<file path="config.mk">
export PLATFORM = sky130hd
export DESIGN_NAME = blit_data_loader
export DESIGN_NICKNAME = d
export VERILOG_FILES = /design/src/rtl/blit_data_loader_pkg.sv /design/src/rtl/blit_phrase_reg.sv /design/src/rtl/blit_data_loader.sv
export SDC_FILE = /design/constraint.sdc
export NUM_CORES = 1
export LEC_CHECK = 0
export BUFFER_PORTS_ARGS = -buffer_cell sky130_fd_sc_hd__buf_2
export CAP_MARGIN = 10
export CELL_PAD_IN_SITES_DETAIL_PLACEMENT = 2
export CELL_PAD_IN_SITES_GLOBAL_PLACEMENT = 2
export CORE_ASPECT_RATIO = 0.7
export CORE_MARGIN = 2
export CORE_UTILIZATION = 37
export CTS_BUF_LIST = sky130_fd_sc_hd__clkbuf_8
export DETAILED_ROUTE_END_ITERATION = 12
export PLACE_DENSITY = 0.91
export SKIP_LAST_GASP = 1
export SLEW_MARGIN = 20
export SYNTH_ARGS = -nofsm -noshare
export SYNTH_HDL_FRONTEND = slang
export SYNTH_HIERARCHICAL = 1
export SYNTH_SLANG_ARGS = --single-unit
</file>
<file path="constraint.sdc">
create_clock -name sys_clk -period 2.9 [get_ports sys_clk]
set_input_delay 0.58 -clock sys_clk [delete_from_list [all_inputs] [get_ports sys_clk]]
set_output_delay 0.58 -clock sys_clk [all_outputs]
set_load 0.02 [all_outputs]
</file>
<file path="src/rtl/blit_data_loader_pkg.sv">
// Shared blitter definitions: source-pipeline states and phrase/shift widths.
package blit_data_loader_pkg;

  typedef enum logic [1:0] {
    EMPTY = 2'd0,
    FIRST = 2'd1,
    READY = 2'd2
  } src_state_t;

  localparam int PHRASE_W = 64;
  localparam int SHIFT_W  = 6;

endpackage

</file>
<file path="src/rtl/blit_phrase_reg.sv">
// Phrase register with load enable and synchronous clear; a load wins over a clear
// so that a flush and a load in the same cycle leave the new phrase in place.
import blit_data_loader_pkg::*;

module blit_phrase_reg #(
  parameter int W = PHRASE_W
) (
  input  logic         clk,
  input  logic         reset,
  input  logic         clr,
  input  logic         ld,
  input  logic [W-1:0] d,
  output logic [W-1:0] q
);

  // phrase storage
  always_ff @(posedge clk) begin
    if (reset) begin
      q <= '0;
    end else if (ld) begin
      q <= d;
    end else if (clr) begin
      q <= '0;
    end else begin
      q <= q;
    end
  end

endmodule

</file>
<file path="src/rtl/blit_data_loader.sv">
// Blitter read-data capture: operand registers plus the bit-aligned source phrase
// built from the last two raw source reads.
import blit_data_loader_pkg::*;

module blit_data_loader #(
  parameter int PW = 32
) (
  input  logic          sys_clk,
  input  logic          reset,
  input  logic [PW-1:0] data_0,
  input  logic [PW-1:0] data_1,
  input  logic          ld_src,
  input  logic          ld_dst,
  input  logic          ld_pat,
  input  logic          ld_srcz1,
  input  logic          ld_srcz2,
  input  logic          src_flush,
  input  logic [5:0]    srcshift,
  output logic [PW-1:0] srcd_0,
  output logic [PW-1:0] srcd_1,
  output logic          srcd_valid,
  output logic [PW-1:0] dstd_0,
  output logic [PW-1:0] dstd_1,
  output logic [PW-1:0] patd_0,
  output logic [PW-1:0] patd_1,
  output logic [PW-1:0] srcz1_0,
  output logic [PW-1:0] srcz1_1,
  output logic [PW-1:0] srcz2_0,
  output logic [PW-1:0] srcz2_1
);

  src_state_t          st, st_next;
  logic [5:0]          shreg, shreg_next;
  logic [2*PW-1:0]     data, cur, prev, prev_d;
  logic [2*PW-1:0]     dst, pat, srcz1, srcz2;
  logic [4*PW-1:0]     wide;
  logic                eff_empty;

  assign data = {data_1, data_0};

  // state and captured shift
  always_ff @(posedge sys_clk) begin
    if (reset) begin
      st    <= EMPTY;
      shreg <= 6'd0;
    end else begin
      st    <= st_next;
      shreg <= shreg_next;
    end
  end

  // a flush with a load behaves as a load into an empty pipeline
  always_comb begin
    st_next    = st;
    shreg_next = shreg;
    eff_empty  = src_flush || (st == EMPTY);
    prev_d     = cur;
    if (eff_empty) begin
      prev_d = (srcshift == 6'd0) ? data : '0;
    end else begin
      prev_d = cur;
    end
    if (ld_src) begin
      if (eff_empty) begin
        shreg_next = srcshift;
        st_next    = (srcshift == 6'd0) ? READY : FIRST;
      end else begin
        case (st)
          FIRST:   st_next = READY;
          READY:   st_next = READY;
          default: st_next = EMPTY;
        endcase
      end
    end else if (src_flush) begin
      st_next = EMPTY;
    end else begin
      st_next = st;
    end
  end

  blit_phrase_reg #(.W(2*PW)) u_cur (
    .clk(sys_clk), .reset(reset), .clr(src_flush), .ld(ld_src), .d(data), .q(cur)
  );
  blit_phrase_reg #(.W(2*PW)) u_prev (
    .clk(sys_clk), .reset(reset), .clr(src_flush), .ld(ld_src), .d(prev_d), .q(prev)
  );
  blit_phrase_reg #(.W(2*PW)) u_dst (
    .clk(sys_clk), .reset(reset), .clr(1'b0), .ld(ld_dst), .d(data), .q(dst)
  );
  blit_phrase_reg #(.W(2*PW)) u_pat (
    .clk(sys_clk), .reset(reset), .clr(1'b0), .ld(ld_pat), .d(data), .q(pat)
  );
  blit_phrase_reg #(.W(2*PW)) u_srcz1 (
    .clk(sys_clk), .reset(reset), .clr(1'b0), .ld(ld_srcz1), .d(data), .q(srcz1)
  );
  blit_phrase_reg #(.W(2*PW)) u_srcz2 (
    .clk(sys_clk), .reset(reset), .clr(1'b0), .ld(ld_srcz2), .d(data), .q(srcz2)
  );

  assign wide       = {cur, prev} >> shreg;
  assign srcd_0     = wide[PW-1:0];
  assign srcd_1     = wide[2*PW-1:PW];
  assign srcd_valid = (st == READY);

  assign dstd_0  = dst[PW-1:0];
  assign dstd_1  = dst[2*PW-1:PW];
  assign patd_0  = pat[PW-1:0];
  assign patd_1  = pat[2*PW-1:PW];
  assign srcz1_0 = srcz1[PW-1:0];
  assign srcz1_1 = srcz1[2*PW-1:PW];
  assign srcz2_0 = srcz2[PW-1:0];
  assign srcz2_1 = srcz2[2*PW-1:PW];

endmodule
</file>
==> results by group, run 1 <==
Outcome
  – Status: aborted with a tool error
  – Stopped at: 5_1_grt
  – Stop err: [ERROR GRT-0232] Routing congestion too high. Check the congestion heatmap in the GUI.

Clocking
  – Hold buffers post-CTS: 0
  – Clock Path Buffers: 3
  – Root buffer cell: clkbuf_8
  – Htree depth: 3
  – Clock Sinks: 392
  – TritonCTS Buffers: 67

Placed design
  – Post-DP HPWL: 108000 µm
  – Pre-CTS setup slack: -507 ps
  – # port buffers: roughly 400
  – Routability Congestion: between 0.9 and 1
  – Inst Count DP: approximately 4300

Synth
  – Area contributors post-synth: dfxtp_1 (29%), o32ai_2 (22%), mux4_2 (12%)
  – Asr flop ratio synth: 0%
  – Mapped Cells: about 2900
  – Register area share after synthesis: between 20% and 30%
  – Post-Syn Area per Cell: 9.48 µm²
  – Yosys warnings: 6
  – Synth area leader: dfxtp_1
  – Post-synth top area share: around 29%
  – Synth cell types: 59
  – Top_reg_cell synth: dfxtp_1
  – EDFF count, synth: 0
  – Synthesized cell area: around 0.027 mm²
  – Seq cells post-synth: a little under 400

Floorplanning
  – Cell Rows: 82
  – Starting Density: 37.6%
  – IO Pins: 399
  – Die extent in y: about 230 µm
  – Die Wd: about 330 µm

Timing
  – WEP type: output port
  – Worst endpoint left by the global-route repair_timing run: srcd_1[12]

Global route
  – Largest net degree at the start of global routing: roughly 100
  – Antenna violations before repair: between 60 and 70
  – Grt ovf: 10
  – All-Layer GR Usage: roughly 80%
==> cells in the mapped netlist (all sizes together) (16+ instances only) <==
| master | count |
|---|---|
| o21ai | 98 |
| o221ai | 27 |
| o32ai | 380 |
| mux2 | 41 |
| nand2 | 642 |
| inv | 387 |
| dfxtp | 392 |
| nand3 | 16 |
| nor2 | 81 |
| clkbuf | 98 |
| mux2i | 128 |
| buf | 198 |
| mux4 | 141 |
| a21oi | 50 |
| o22ai | 19 |
| o211ai | 18 |
==> through the flow <==
| step | area (µm²) | util (%) |
|---|---|---|
| after floorplan | 27100 | - |
| after global placement | 32100 | 44.6 |
| after detailed placement | 32100 | 44.6 |
| after CTS | 34800 | 48.4 |
==> metal layers <==
layer	track usage (%)	GRT overflow
met1	76.9	0
met2	91.8	5
met3	68.1	0
met4	78.2	5
met5	46.2	0
==> cells by family after synthesis <==
family	Yosys count	synth area share, %
flops	392	29.0
mux	310	18.2
compound gates	689	29.9
buf+inv	683	11.6
fa+ha+maj	2	0.0925
simple gates	777	11.2
other cells	1	0.0139
==> timing repair <==
action | CTS
gates cloned | 4
setup buffers | 44
resized for setup | 222
endpoints found under the hold margin | 0
pin swaps | 49
setup endpoints to repair | 64
==> run 2: changes to the inputs <==
--- a/config.mk
+++ b/config.mk
@@ -7,14 +7,10 @@
 export LEC_CHECK = 0
 export BUFFER_PORTS_ARGS = -buffer_cell sky130_fd_sc_hd__buf_2
 export CAP_MARGIN = 10
-export CELL_PAD_IN_SITES_DETAIL_PLACEMENT = 2
-export CELL_PAD_IN_SITES_GLOBAL_PLACEMENT = 2
-export CORE_ASPECT_RATIO = 0.7
 export CORE_MARGIN = 2
-export CORE_UTILIZATION = 37
-export CTS_BUF_LIST = sky130_fd_sc_hd__clkbuf_8
+export CORE_UTILIZATION = 30
 export DETAILED_ROUTE_END_ITERATION = 12
-export PLACE_DENSITY = 0.91
+export PLACE_DENSITY_LB_ADDON = 0.15
 export SKIP_LAST_GASP = 1
 export SLEW_MARGIN = 20
 export SYNTH_ARGS = -nofsm -noshare
==> results by group, run 2 <==
Outcome
  – Status: finished, violations left
  – Failing checks: setup timing

Timing
  – Minimum clock period: about 3800 ps
  – Setup TNS: -44220 ps
  – RSZ-0062 raised after global routing: yes
  – Setup slack after layout: -875 ps
  – Final Hold Vio Count: 0
  – Final Hold Slack: ~260 ps
  – Max Clock Freq: about 0.26 GHz
  – Slew @ Worst Pin: just under 900 ps
  – Setup violations, final: 64
  – Fin crit share: 130%
  – Max-slew violation count: 0
  – Max Clock Skew: around 24 ps
  – Slew margin rel.: 41.4%

Global route
  – Vias in the first global route: 23959
  – Antenna violations before repair: 4
  – All-Layer GR Usage: between 20% and 30%
  – Largest net degree at the start of global routing: 129
  – Grt ovf: 0
  – First-pass GRT wire length: 167000 µm

Floorplanning
  – Die extent in y: 304 µm (+32%)
  – Starting Density: 30.2% (-7.4 points)
  – IO Pins: 399 (unchanged)
  – Die Wd: 304 µm (-7.0%)
  – Cell Rows: 110 (+34%)
  – Core footprint: between 0.08 and 0.09 mm²
  – DIE AREA: between 0.09 and 0.1 mm²

Setup path
  – CP max stage delay: about 510 ps
  – CP endpoint kind: output port
  – Worst Reg-to-Reg Cells: 8
  – Most used cell, CP: mux4_2
  – Start point of the critical path: shreg[1]
  – Data arrival time of the critical path: about 3200 ps
  – Max FO, Critical Path: 7
  – CP Launch Type: flop
  – CP max stage cell: mux4_2
  – Worst path bufs/invs: 5
  – Crit path required time: around 2300 ps
  – Critical-path cell list: clkbuf_16 > buf_8 > mux4_2 > mux2i_1 > buf_4 > mux4_2 > buf_6 > a222oi_1 > buf_2
  – Setup CP Type: reg -> out
  – FF-to-FF Start: st[0]
  – Delay-heaviest family, CP: multiplexers
  – Levels on crit path: 9

Min path
  – Hold crit path type: in -> reg
  – Hold path startpoint: srcshift[0]
  – Hold depth: 3

Finish
  – Diodes inserted: 0
  – Commonest non-fill, non-tap cell in the layout: nand2_1
  – Non-filler cells, final: 4681
  – Multi-input gate area: around 0.017 mm²
  – Register area: about 0.0079 mm²
  – Share of cells above drive strength 1: 45.7%
  – Util after Layout: between 30 and 40%
  – # fillers: ~9200
  – Synth-to-layout area growth: 31.8%
  – Most frequent cells in the layout: nand2_1 (636), buf_4 (408), dfxtp_1 (387), inv_1 (382), o32ai_2 (362)
  – Fin nets: around 3600

Synth
  – Area contributors post-synth: dfxtp_1 (29%), o32ai_2 (22%), mux4_2 (12%)
  – Synth cell types: 59 (unchanged)
  – Mapped Cells: 2854 (unchanged)
  – Yosys warnings: 6 (unchanged)
  – EDFF count, synth: 0 (unchanged)
  – Post-Syn Area per Cell: 9.48 µm² (unchanged)
  – Top-count cell post-synth: nand2_1
  – Synthesized cell area: 0.0271 mm² (unchanged)
  – Post-synth top area share: 29.0% (unchanged)
  – Synth area leader: dfxtp_1
  – Top_reg_cell synth: dfxtp_1
  – Post-synth top cells: nand2_1 (642), dfxtp_1 (392), inv_1 (383)
  – Register area share after synthesis: 29.0% (unchanged)
  – Seq cells post-synth: 392 (unchanged)
  – Asr flop ratio synth: 0% (unchanged)

Clocking
  – Hold buffers post-CTS: 0 (unchanged)
  – Htree depth: 2 (-1)
  – Clock Sinks: 392 (unchanged)
  – Root buffer cell: clkbuf_16
  – Clock-pin slew on the worst setup and hold paths: ~60 ps
  – Clock Path Buffers: 3 (unchanged)
  – TritonCTS clock tree: done
  – TritonCTS Buffers: 45 (-33%)
  – Insertion delay to the later sink of the worst-skew pair: between 500 and 600 ps

Run
  – Max Cap Viol: 0

Routing
  – 1st-pass router iterations: 6
  – Post-DRT Antenna Nets: 0
  – 1st-iter DRT viols: around 2000
  – Vias per cell: approximately 5.3
  – Drt total wl: roughly 110000 µm
  – Average routed wire per standard cell: about 25 µm
  – Vias: around 25000
  – DRC viols: 0

Placed design
  – # port buffers: 398 (unchanged)
  – Pre-CTS setup slack: -410 ps (+96.7 ps)
  – Post-DP HPWL: 85500 µm (-21%)
  – Routability Congestion: 0.957 (-4.2%)
  – Inst Count DP: 4540 (+5.1%)

Pwr
  – Lkg Pwr: approximately 14 nW
  – Peak supply drop: between 0.4 and 0.5 mV
  – Pwr Density: roughly 440 mW/mm²
[run 2: cell counts after synthesis]
No cell type changed its count.
[run 2: worst register-to-register path, delay by kind of cell (launching register included)]
kind                     cells  cell delay, ps
flip-flops                   1             300
AND/OR/NAND/NOR              3             750
adder cells (fa/ha/maj)      1             240
buffers and inverters        2             450
AO/OA/AOI/OAI                2             380
[run 2: cell type report]
class                           instances  share of cell area (%)
Clock inverter                         11                   0.400
Multi-Input combinational cell       1786                    47.4
Timing Repair Buffer                  858                    18.0
Clock buffer                           71                    3.94
Tap cell                             1176                    4.13
Sequential cell                       392                    22.1
Inverter                              387                    4.09
[run 2: stage by stage]
stage	instance area (µm²)	total power [mW]
6_report	35700	15.9
5_1_grt	35700	16.5
4_1_cts	34700	15.8
3_5_place_dp	32400	9.58
3_3_place_gp	32400	9.59
2_1_floorplan	27100	8.11
[run 2: logic make-up (layout without fill, tap and decap cells)]
group                    Yosys count  count (layout)  synth area share (%)
adder cells (fa/ha/maj)            2               2                0.0925
AND/OR/NAND/NOR                  777             777                  11.2
multiplexers                     310             310                  18.2
buffers and inverters            683            1327                  11.6
AO/OA/AOI/OAI                    689             689                  29.9
other                              1               8                0.0139
flip-flops                       392             392                  29.0
[run 2: final timing paths]
| kind | to | slack (ps) |
|---|---|---|
| setup / recovery | srcd_0[21] | -870 |
| hold reg to reg | u_srcz1/q[62] | 480 |
| hold / removal | shreg[0] | 260 |
| setup reg to reg | u_prev/q[17] | 720 |
[run 2: repair_timing]
action                                  CTS  global route
buffers inserted                         27            29
cloned                                    5             2
pin swaps                                25            36
endpoints found under the setup margin   64            64
resized for setup                        92           162
[run 2: power by group]
group / leakage, nW / total (mW) / switching [mW] / internal, mW
clock: 0.759 / 6.04 / 2.45 / 3.59
sequential: 3.22 / 5.83 / 0.204 / 5.62
combinational: 9.67 / 4.00 / 2.41 / 1.59
total: 13.6 / 15.9 / 5.06 / 10.8
[run 2: layer usage]
metal / vias to the layer above / wire (µm) / global-route usage, % / part of all wire, %
li1: 11534 / - / - / -
met1: 12344 / 52800 / 33.3 / 46
met5: - / 52 / 0 / 0.045
met3: 171 / 7810 / 5.00 / 6.8
met2: 930 / 50800 / 36.3 / 44
met4: 6 / 3260 / 6.56 / 2.8
Note: power is estimated with default switching activity, not from simulation.
